==> config.mk <==
export PLATFORM = sky130hd
export DESIGN_NAME = seg_scan_driver
export DESIGN_NICKNAME = d
export VERILOG_FILES = /design/src/rtl/seg_scan_driver.sv
export SDC_FILE = /design/constraint.sdc
export NUM_CORES = 1
export LEC_CHECK = 0
export CELL_PAD_IN_SITES_DETAIL_PLACEMENT = 1
export CELL_PAD_IN_SITES_GLOBAL_PLACEMENT = 2
export CORE_MARGIN = 2
export CORE_UTILIZATION = 30
export CTS_BUF_LIST = sky130_fd_sc_hd__clkbuf_4 sky130_fd_sc_hd__clkbuf_8 sky130_fd_sc_hd__clkbuf_16
export CTS_CLUSTER_DIAMETER = 120
export CTS_CLUSTER_SIZE = 8
export DETAILED_ROUTE_END_ITERATION = 8
export GPL_TIMING_DRIVEN = 0
export PLACE_DENSITY = 0.66
export SETUP_SLACK_MARGIN = 0.2
export SYNTH_ARGS = -nofsm -noshare
export SYNTH_HDL_FRONTEND = slang
export SYNTH_SLANG_ARGS = --single-unit
==> constraint.sdc <==
create_clock -name clk -period 5.3 [get_ports clk]
set_clock_uncertainty 0.15 [all_clocks]
set_input_delay 1.06 -clock clk [delete_from_list [all_inputs] [get_ports clk]]
set_output_delay 1.06 -clock clk [all_outputs]
set_load 0.005 [all_outputs]
==> src/rtl/seg_scan_driver.sv <==
`default_nettype none
// +----------------------------------------------------------------------------+
// | seg_scan_driver                                                            |
// | Multiplexed common-anode 7-segment scanner with blanking and frame-atomic   |
// | data updates.                                                              |
// | Rev 1.0                                                                    |
// +----------------------------------------------------------------------------+
module seg_scan_driver #(
   parameter int DIGITS       = 4,
   parameter int BLANK_CYCLES = 4,
   parameter bit ACTIVE_LOW   = 1'b1
) (
   input  logic                  clk,
   input  logic                  rst_n,
   input  logic                  tick_in,
   input  logic [4*DIGITS-1:0]   data_in,
   input  logic [DIGITS-1:0]     dp_in,
   input  logic                  load,
   input  logic                  lz_en,
   output logic [6:0]            seg,
   output logic                  dp,
   output logic [DIGITS-1:0]     an,
   output logic                  frame_done
);

   localparam int              IW           = $clog2(DIGITS);
   localparam int              CW           = (BLANK_CYCLES > 1) ? $clog2(BLANK_CYCLES) : 1;
   localparam logic [CW-1:0]   c_BLANK_LOAD = CW'((BLANK_CYCLES > 0) ? BLANK_CYCLES - 1 : 0);
   localparam logic [IW-1:0]   c_LAST_IDX   = IW'(DIGITS - 1);
   localparam logic            c_POL        = ACTIVE_LOW;

   typedef enum logic [1:0] {
      ST_IDLE  = 2'd0,
      ST_SHOW  = 2'd1,
      ST_BLANK = 2'd2
   } state_t;

   function automatic logic [6:0] hex7(input logic [3:0] n);
      logic [6:0] s;
      case (n)
         4'h0: s = 7'h3F;
         4'h1: s = 7'h06;
         4'h2: s = 7'h5B;
         4'h3: s = 7'h4F;
         4'h4: s = 7'h66;
         4'h5: s = 7'h6D;
         4'h6: s = 7'h7D;
         4'h7: s = 7'h07;
         4'h8: s = 7'h7F;
         4'h9: s = 7'h6F;
         4'hA: s = 7'h77;
         4'hB: s = 7'h7C;
         4'hC: s = 7'h39;
         4'hD: s = 7'h5E;
         4'hE: s = 7'h79;
         default: s = 7'h71;
      endcase
      return s;
   endfunction

   // Tick synchronizer and rising-edge detect
   logic r_sync1, r_sync2, r_prev;
   logic w_tick;

   always_ff @(posedge clk or negedge rst_n) begin
      if (!rst_n) begin
         r_sync1 <= 1'b0;
         r_sync2 <= 1'b0;
         r_prev  <= 1'b0;
      end else begin
         r_sync1 <= tick_in;
         r_sync2 <= r_sync1;
         r_prev  <= r_sync2;
      end
   end

   assign w_tick = r_sync2 & ~r_prev;

   state_t                r_state, w_state_nx;
   logic [IW-1:0]         r_idx, w_idx_nx, w_inc_idx;
   logic [CW-1:0]         r_cnt, w_cnt_nx;
   logic                  w_wrap, w_enter0, w_copy;

   logic [4*DIGITS-1:0]   r_pend_data, r_act_data, w_act_data_nx;
   logic [DIGITS-1:0]     r_pend_dp, r_act_dp, w_act_dp_nx;
   logic                  r_pend_lz, r_act_lz, w_act_lz_nx;
   logic                  r_pend_valid;

   always_comb begin
      w_state_nx = r_state;
      w_idx_nx   = r_idx;
      w_cnt_nx   = r_cnt;
      w_wrap     = 1'b0;
      w_inc_idx  = (r_idx == c_LAST_IDX) ? '0 : r_idx + 1'b1;
      case (r_state)
         ST_IDLE: begin
            if (w_tick) begin
               w_state_nx = ST_SHOW;
               w_idx_nx   = '0;
            end
         end
         ST_SHOW: begin
            if (w_tick) begin
               if (BLANK_CYCLES > 0) begin
                  w_state_nx = ST_BLANK;
                  w_cnt_nx   = c_BLANK_LOAD;
               end else begin
                  w_idx_nx = w_inc_idx;
                  w_wrap   = (r_idx == c_LAST_IDX);
               end
            end
         end
         ST_BLANK: begin
            // Ticks landing here are intentionally dropped
            if (r_cnt == '0) begin
               w_state_nx = ST_SHOW;
               w_idx_nx   = w_inc_idx;
               w_wrap     = (r_idx == c_LAST_IDX);
            end else begin
               w_cnt_nx = r_cnt - 1'b1;
            end
         end
         default: begin
            w_state_nx = ST_IDLE;
            w_idx_nx   = '0;
         end
      endcase
   end

   assign w_enter0      = ((r_state == ST_IDLE) && w_tick) || w_wrap;
   assign w_copy        = w_enter0 && r_pend_valid;
   assign w_act_data_nx = w_copy ? r_pend_data : r_act_data;
   assign w_act_dp_nx   = w_copy ? r_pend_dp   : r_act_dp;
   assign w_act_lz_nx   = w_copy ? r_pend_lz   : r_act_lz;

   always_ff @(posedge clk or negedge rst_n) begin
      if (!rst_n) begin
         r_state <= ST_IDLE;
         r_idx   <= '0;
         r_cnt   <= '0;
      end else begin
         r_state <= w_state_nx;
         r_idx   <= w_idx_nx;
         r_cnt   <= w_cnt_nx;
      end
   end

   // A load coinciding with the copy stays pending for the following frame
   always_ff @(posedge clk or negedge rst_n) begin
      if (!rst_n) begin
         r_pend_data  <= '0;
         r_pend_dp    <= '0;
         r_pend_lz    <= 1'b0;
         r_pend_valid <= 1'b0;
         r_act_data   <= '0;
         r_act_dp     <= '0;
         r_act_lz     <= 1'b0;
      end else begin
         if (load) begin
            r_pend_data  <= data_in;
            r_pend_dp    <= dp_in;
            r_pend_lz    <= lz_en;
            r_pend_valid <= 1'b1;
         end else if (w_copy) begin
            r_pend_valid <= 1'b0;
         end
         r_act_data <= w_act_data_nx;
         r_act_dp   <= w_act_dp_nx;
         r_act_lz   <= w_act_lz_nx;
      end
   end

   logic [DIGITS-1:0] w_lz_mask;
   logic              w_zero_run;
   logic [3:0]        w_nib;
   logic              w_dp_sel, w_sup;
   logic [6:0]        w_seg_l;
   logic [DIGITS-1:0] w_an_l;
   logic              w_dp_l;

   // Digit i is suppressed when it and every digit above it are zero
   always_comb begin
      w_lz_mask  = '0;
      w_zero_run = w_act_lz_nx;
      for (int i = DIGITS - 1; i >= 1; i--) begin
         w_zero_run   = w_zero_run & (w_act_data_nx[4*i +: 4] == 4'h0);
         w_lz_mask[i] = w_zero_run;
      end
   end

   always_comb begin
      w_nib    = 4'h0;
      w_dp_sel = 1'b0;
      w_sup    = 1'b0;
      for (int i = 0; i < DIGITS; i++) begin
         if (w_idx_nx == IW'(i)) begin
            w_nib    = w_act_data_nx[4*i +: 4];
            w_dp_sel = w_act_dp_nx[i];
            w_sup    = w_lz_mask[i];
         end
      end
   end

   always_comb begin
      w_seg_l = '0;
      w_an_l  = '0;
      w_dp_l  = 1'b0;
      if (w_state_nx == ST_SHOW) begin
         w_an_l  = DIGITS'(1) << w_idx_nx;
         w_seg_l = w_sup ? 7'h00 : hex7(w_nib);
         w_dp_l  = w_dp_sel;
      end
   end

   always_ff @(posedge clk or negedge rst_n) begin
      if (!rst_n) begin
         seg        <= {7{c_POL}};
         dp         <= c_POL;
         an         <= {DIGITS{c_POL}};
         frame_done <= 1'b0;
      end else begin
         seg        <= w_seg_l ^ {7{c_POL}};
         dp         <= w_dp_l ^ c_POL;
         an         <= w_an_l ^ {DIGITS{c_POL}};
         frame_done <= w_wrap;
      end
   end

endmodule
`default_nettype wire

Word-level counts from Yosys, hierarchy flattened. Memory sizes are Yosys's and may differ from the RTL's. Index checks and enable logic that the tools add are counted.

Add/sub/neg operators: 2. Bitwise operators: 8. Equality and inequality tests: 9. Shift operators: 1. Muxes and demuxes: 33. Reductions and logical operators: 12.

Operator list (number): 4-bit two-way mux (6); 16-bit two-way mux (1); 2-bit two-way mux (8); 7-bit two-way mux (2); 1-bit two-way mux (13); 4-bit zero test (3); 2-bit one-hot mux with 3 select lines (2); 2-bit == test (second input constant) (4); 7-bit inverter (1); 2-bit by 1-bit == test with 1-bit output (second input constant) (3); 2-bit zero test (3); 1-bit bitwise AND (4); 2-bit inequality test (second input constant) (2); 4-bit inverter (1); 2-bit one-hot mux with 2 select lines (1); 2-bit nonzero test (2); 1-bit by 2-bit << shifter with 4-bit output (first input constant) (1); 3-bit AND reduction (1); 2-bit by 1-bit adder with 2-bit output (second input constant) (1); 1-bit logical AND (2); 1-bit inverter (2); 2-bit by 1-bit subtractor with 2-bit output (second input constant) (1); 1-bit logical OR (1).

Output and inout bits: 13. Memories: 1. Bits in registers: 65. Bits in read-only memories: 112.

Memories: (no name shown) (words 16, bits a word 7, rd ports 1, clocked after memory_dff 0, wr ports 0, RTL line 40) `case (n)`.

Depth between registers and ports, before layout.
Word-level depth: 16. Depth in mapped cells: 18.

Worst setup path after synthesis. No wires, ideal clock.

Path type: reg-to-reg. Start point: register r_state[0]. End point: register seg[5]. Stages on the path, launching flop included: 17. Path buffers: 3. Data arrival time: 3.089 ns. Slack: 1.977 ns. Data required time: 5.067 ns. Setup time: 0.083 ns. Cell sequence: dfrtp_1 > inv_1 > ha_1 > buf_2 > nand3_1 > a21bo_1 > buf_2 > buf_2 > mux2_1 > nor2_1 > nor2_1 > mux2i_1 > inv_1 > ha_1 > a21boi_2 > o21bai_1 > a221o_1.

Elaborated cells between the ends (all ways): 36. Classes of those cells: eq/ne (6); mux (17); bitwise (4); reduce/logical (8); memory (1).

RTL lines: start: declaration (RTL line 79) `state_t r_state, w_state_nx;`; start signal: assignment (RTL line 142) `r_state <= w_state_nx;`; 2-bit == test or 2-bit zero test (tied branches) (RTL line 95, 130); 1-bit two-way mux or 1-bit logical AND (tied branches); 1-bit logical OR (*) (RTL line 130) `assign w_enter0 = ((r_state == ST_IDLE) && w_tick) || w_wrap;`; 1-bit logical AND (*) (RTL line 131) `assign w_copy = w_enter0 && r_pend_valid;`; 16-bit two-way mux (*) (RTL line 132) `assign w_act_data_nx = w_copy ? r_pend_data : r_act_data;`; net w_act_data_nx[1] (RTL line 84) `logic [4*DIGITS-1:0] r_pend_data, r_act_data, w_act_data_nx;`; 4-bit two-way mux (*) (4 in series) (RTL line 196) `if (w_idx_nx == IW'(i)) begin`; memory 16 x 7 bit (*); 7-bit two-way mux (*) (RTL line 210) `w_seg_l = w_sup ? 7'h00 : hex7(w_nib);`; 7-bit two-way mux (*) (RTL line 208) `if (w_state_nx == ST_SHOW) begin`; 7-bit inverter (no source line) (*); end signal: assignment (RTL line 217) `seg <= {7{c_POL}};`; end signal: assignment (RTL line 222) `seg <= w_seg_l ^ {7{c_POL}};`; end: declaration (RTL line 20) `output logic [6:0] seg,`.

Mark *: on every way through the listed nets, which the timed path passes. The rest lies on a longest branch. A chain may end at the register's enable or synchronous reset.

Worst setup path after layout.
Start point: register r_state[0]. End point: register seg[0].

Word-level cells in the longest chain between the ends: 15. Elaborated cells between the ends (all ways): 36. Classes of those cells: eq/ne (6); mux (17); bitwise (4); reduce/logical (8); memory (1).

RTL lines (RTL line): parallel branches: the longest is 13 deep, another holds memory 16 x 7 bit; 7-bit two-way mux (*) (208); 7-bit inverter (no source line) (*).

Every way passes the cells marked *.

==> out/summary.md <==
• final-report max-slew violation count: 0
• Ys Warns: 0
• DIE HEIGHT: 110.6 um
• DP Area: 0.003954 mm^2
• share of cells above drive strength 1: 0.2118
• power density over cell area: 519.9 mW/mm^2
• cell at the root of the clock tree: sky130_fd_sc_hd__clkbuf_16
• FILL cells: 1,204
• mean instance size in the synthesized netlist: 10.66 um^2
• total stage count of the critical path: 16
• Net Sw Frac: 0.3283
• number of design-rule violations left by the first detailed-router iteration: 59
• detail-routed via count per cell: 4.928
• DIE AREA: 0.01224 mm^2
• final hold violations: 0
• startpoint class of the critical path: register
• routability congestion estimate from global placement: 0.7588
• TritonCTS clock tree: built
• total vias in the final route: 2,528
• Critical Setup Path Class: register to register
• ordered list of cells on the worst path: inv_1 > ha_1 > buf_2 > nand3_1 > a21bo_1 > buf_2 > buf_2 > mux2i_1 > mux2i_1 > mux2i_1 > ha_1 > nor2_1 > o21ai_0 > o31ai_1 > o32a_1 > o21bai_1
• Max-cap violations: 0
• post-synthesis cell count: 320
• CTS hold repair buffers: 0
• sequential area share after synthesis: 0.4813
• number of distinct library cells after synthesis: 55
• top cell type's share of synthesized area: 0.3888
• count of buffer and inverter cells on the critical path: 4
• count of TritonRoute iterations in the first routing pass: 4
• Wirelength per Cell: 16.20 um
• worst reg2reg path startpoint: r_state[0]
• tightest slew margin relative to the limit: 0.4378
• final global-route overflow total: 0
• cell count of the worst hold path: 0
• number of inserted diodes: 0
• internal cell power: 1.510 mW
• status: completed
• final cell count without fillers: 513
• Post-synth top flop: sky130_fd_sc_hd__dfrtp_1
• type of the most critical hold path: register to register
• wire length of the first global-routing pass: 13.59 mm
• minimum clock period: 4.149 ns
• fraction of the cycle the final worst path needs: 0.7828
• post-route ant nets: 0
• biggest fanout along the worst timing path: 10
• synthesis-stage register bit count: 65
• number of antenna violations at the first check in global routing: 0
• Worst Hold End: r_sync2
• number of nets in the finished design: 405
• effective utilization at floorplan: 0.3105
• Yosys top cell by area: sky130_fd_sc_hd__dfrtp_1
• destination of the worst register-to-register timing path: seg[0]
• clock latency on the worst-skew pair: 0.33 ns
• Lkg Pwr: 1.859 nW
• share of total power in combinational logic: 0.339
• unrepaired setup endpoints after global routing: no
• post-detail-place hpwl: 6.055 mm
• post-cts resize count: 0
• pin count of the biggest net entering global routing: 66
• R2R depth: 16
• Post-Synthesis Net Count: 357
• core area: 0.01098 mm^2
• via count of the first global-routing pass: 2,609
• deepest level of the CTS H-tree: 3
• Inst Count DP: 497
• Worst EP arrival: 4.24 ns
• total number of placement rows: 38
• number of buffers inserted during clock tree synthesis: 9
• final design instance area without fill: 0.004324 mm^2
• final hold slack: 0.1983 ns
• Global Route Usage Sum: 0.1408
• Max rail drop VDD: 0.0001905 V
• net switching power of the design: 0.7380 mW
• peak per-stage delay on the critical path: 0.54 ns
• total of buffers placed on input and output ports: 37
• family of cells with the greatest summed delay on the critical path: multiplexers
• post-synthesis instance area: 0.003411 mm^2
• worst reg2reg setup slack: 1.15 ns
• relative contribution of sequential cells to total power: 0.332
• main area contributors after synthesis: sky130_fd_sc_hd__dfrtp_1 (39%), sky130_fd_sc_hd__dfstp_2 (9.2%), sky130_fd_sc_hd__mux2_2 (9.2%)
• final core utilization: 0.3937
• Max stage delay cell, worst path: sky130_fd_sc_hd__mux2i_1
• signed area change from the synthesized netlist to the final layout: 26.78%
• Setup crit end kind: register
• Longest Clk Path Bufs: 2
• maximum achievable frequency: 241.0 MHz
• x dimension of the die: 110.6 um
• Crit path required time: 5.39 ns
• proportion of synthesized flip-flops having asynchronous set or reset: 1.000
• post-CTS setup buffers: 0
• setup_tns: 0 ns
• number of synthesized flops with an enable pin: 0
• aggregate routed wire length: 8.311 mm
• Tightest Pin Transition: 0.8432 ns
• DRC viols: 0
• clock network fraction of design power: 0.329
• Worst Hold Launch: r_sync1
• total number of clock tree sinks: 65
• final count of negative-setup-slack endpoints: 0
• clock transition time at the flip-flop clock pins of the worst setup and hold paths: 0.06 ns
• number of top-level design ports: 38
how the worst max path moves through the flow:
stage                          start              to  slack [ns]
after floorplan           r_state[0]          seg[5]        1.98
after global placement         rst_n  r_pend_data[0]        0.74
after detailed placement  r_state[0]          seg[0]        1.11
after CTS                 r_state[0]          seg[0]        1.08
after global routing      r_state[0]          seg[0]        0.82
final                     r_state[0]          seg[0]        1.15
metrics by stage:
stage	total power, mW	worst slack [ns]
after floorplan	1.263	1.977
after global placement	1.511	0.7393
after detailed placement	1.528	1.107
after CTS	2.286	1.079
after global routing	2.401	0.8193
final	2.248	1.151
cells in the final DEF, fill, tap and decap left out, drive strengths merged, types with 7 or more instances in the layout:
cell	instances
a21oi	7
buf	13
mux2	29
ha	12
mux2i	17
o21ai	12
nor3b	7
dfrtp	53
nand3	8
nor2	21
a31oi	7
clkbuf	13
nand2	44
clkdlybuf4s50	36
inv	17
dfstp	12
power by group through the flow:
stage / sequential, mW / clock (mW) / combinational, mW
after floorplan: 0.733 / 0 / 0.531
after global placement: 0.753 / 0 / 0.758
after detailed placement: 0.759 / 0 / 0.770
after CTS: 0.750 / 0.763 / 0.774
after global routing: 0.769 / 0.781 / 0.851
final: 0.747 / 0.739 / 0.762
cells in the mapped netlist, drive strengths merged, types with 2 or more instances:
master / n
a211oi: 6
a21boi: 2
a21oi: 7
a221o: 4
a221oi: 3
a311oi: 2
a31oi: 7
and2: 2
and3: 2
buf: 12
clkbuf: 3
dfrtp: 53
dfstp: 12
ha: 12
inv: 15
mux2: 29
mux2i: 17
nand2: 44
nand2b: 2
nand3: 8
nand3b: 3
nor2: 21
nor2b: 2
nor3: 4
nor3b: 7
nor4: 6
o21ai: 12
o21bai: 2
o31ai: 4
xnor2: 4
xor2: 4
sequential cells by signal, summed over array words and instances, names as in the netlist:
register / cells
r_state: 2
r_prev: 1
r_act_data: 16
r_pend_valid: 1
r_cnt: 2
r_act_lz: 1
r_pend_lz: 1
frame_done: 1
r_sync2: 1
dp: 1
r_act_dp: 4
an: 4
r_pend_dp: 4
r_pend_data: 16
seg: 7
r_sync1: 1
r_idx: 2
layer usage:
metal,track usage,vias to the layer above,part of all wire
met1,0.1878,1246,0.49
met5,0,-,0
met3,0.03458,5,0.034
met4,0.04250,0,0.011
li1,-,1233,-
met2,0.2266,44,0.47
area by class of cell:
cell class                      count  area [um^2]  share of cell area
Clock buffer                       10        232.7             0.05382
Multi-Input combinational cell    225         1625              0.3759
Buffer                             15        82.58             0.01910
Sequential cell                    65         1642              0.3796
Timing Repair Buffer               37        367.9             0.08507
Inverter                           15        61.31             0.01418
Clock inverter                      6        137.6             0.03183
Tap cell                          140        175.2             0.04051
kinds of logic (layout without fill, tap and decap cells):
kind of cell	count (synthesis)	in the layout	synth area share
simple gates	104	104	0.1449
flops	65	65	0.4813
compound gates	55	55	0.1203
mux	46	46	0.1467
buf+inv	30	83	0.04219
fa+ha+maj	12	12	0.04402
xor+xnor	8	8	0.02054
Power figures use the tool's default switching activity.
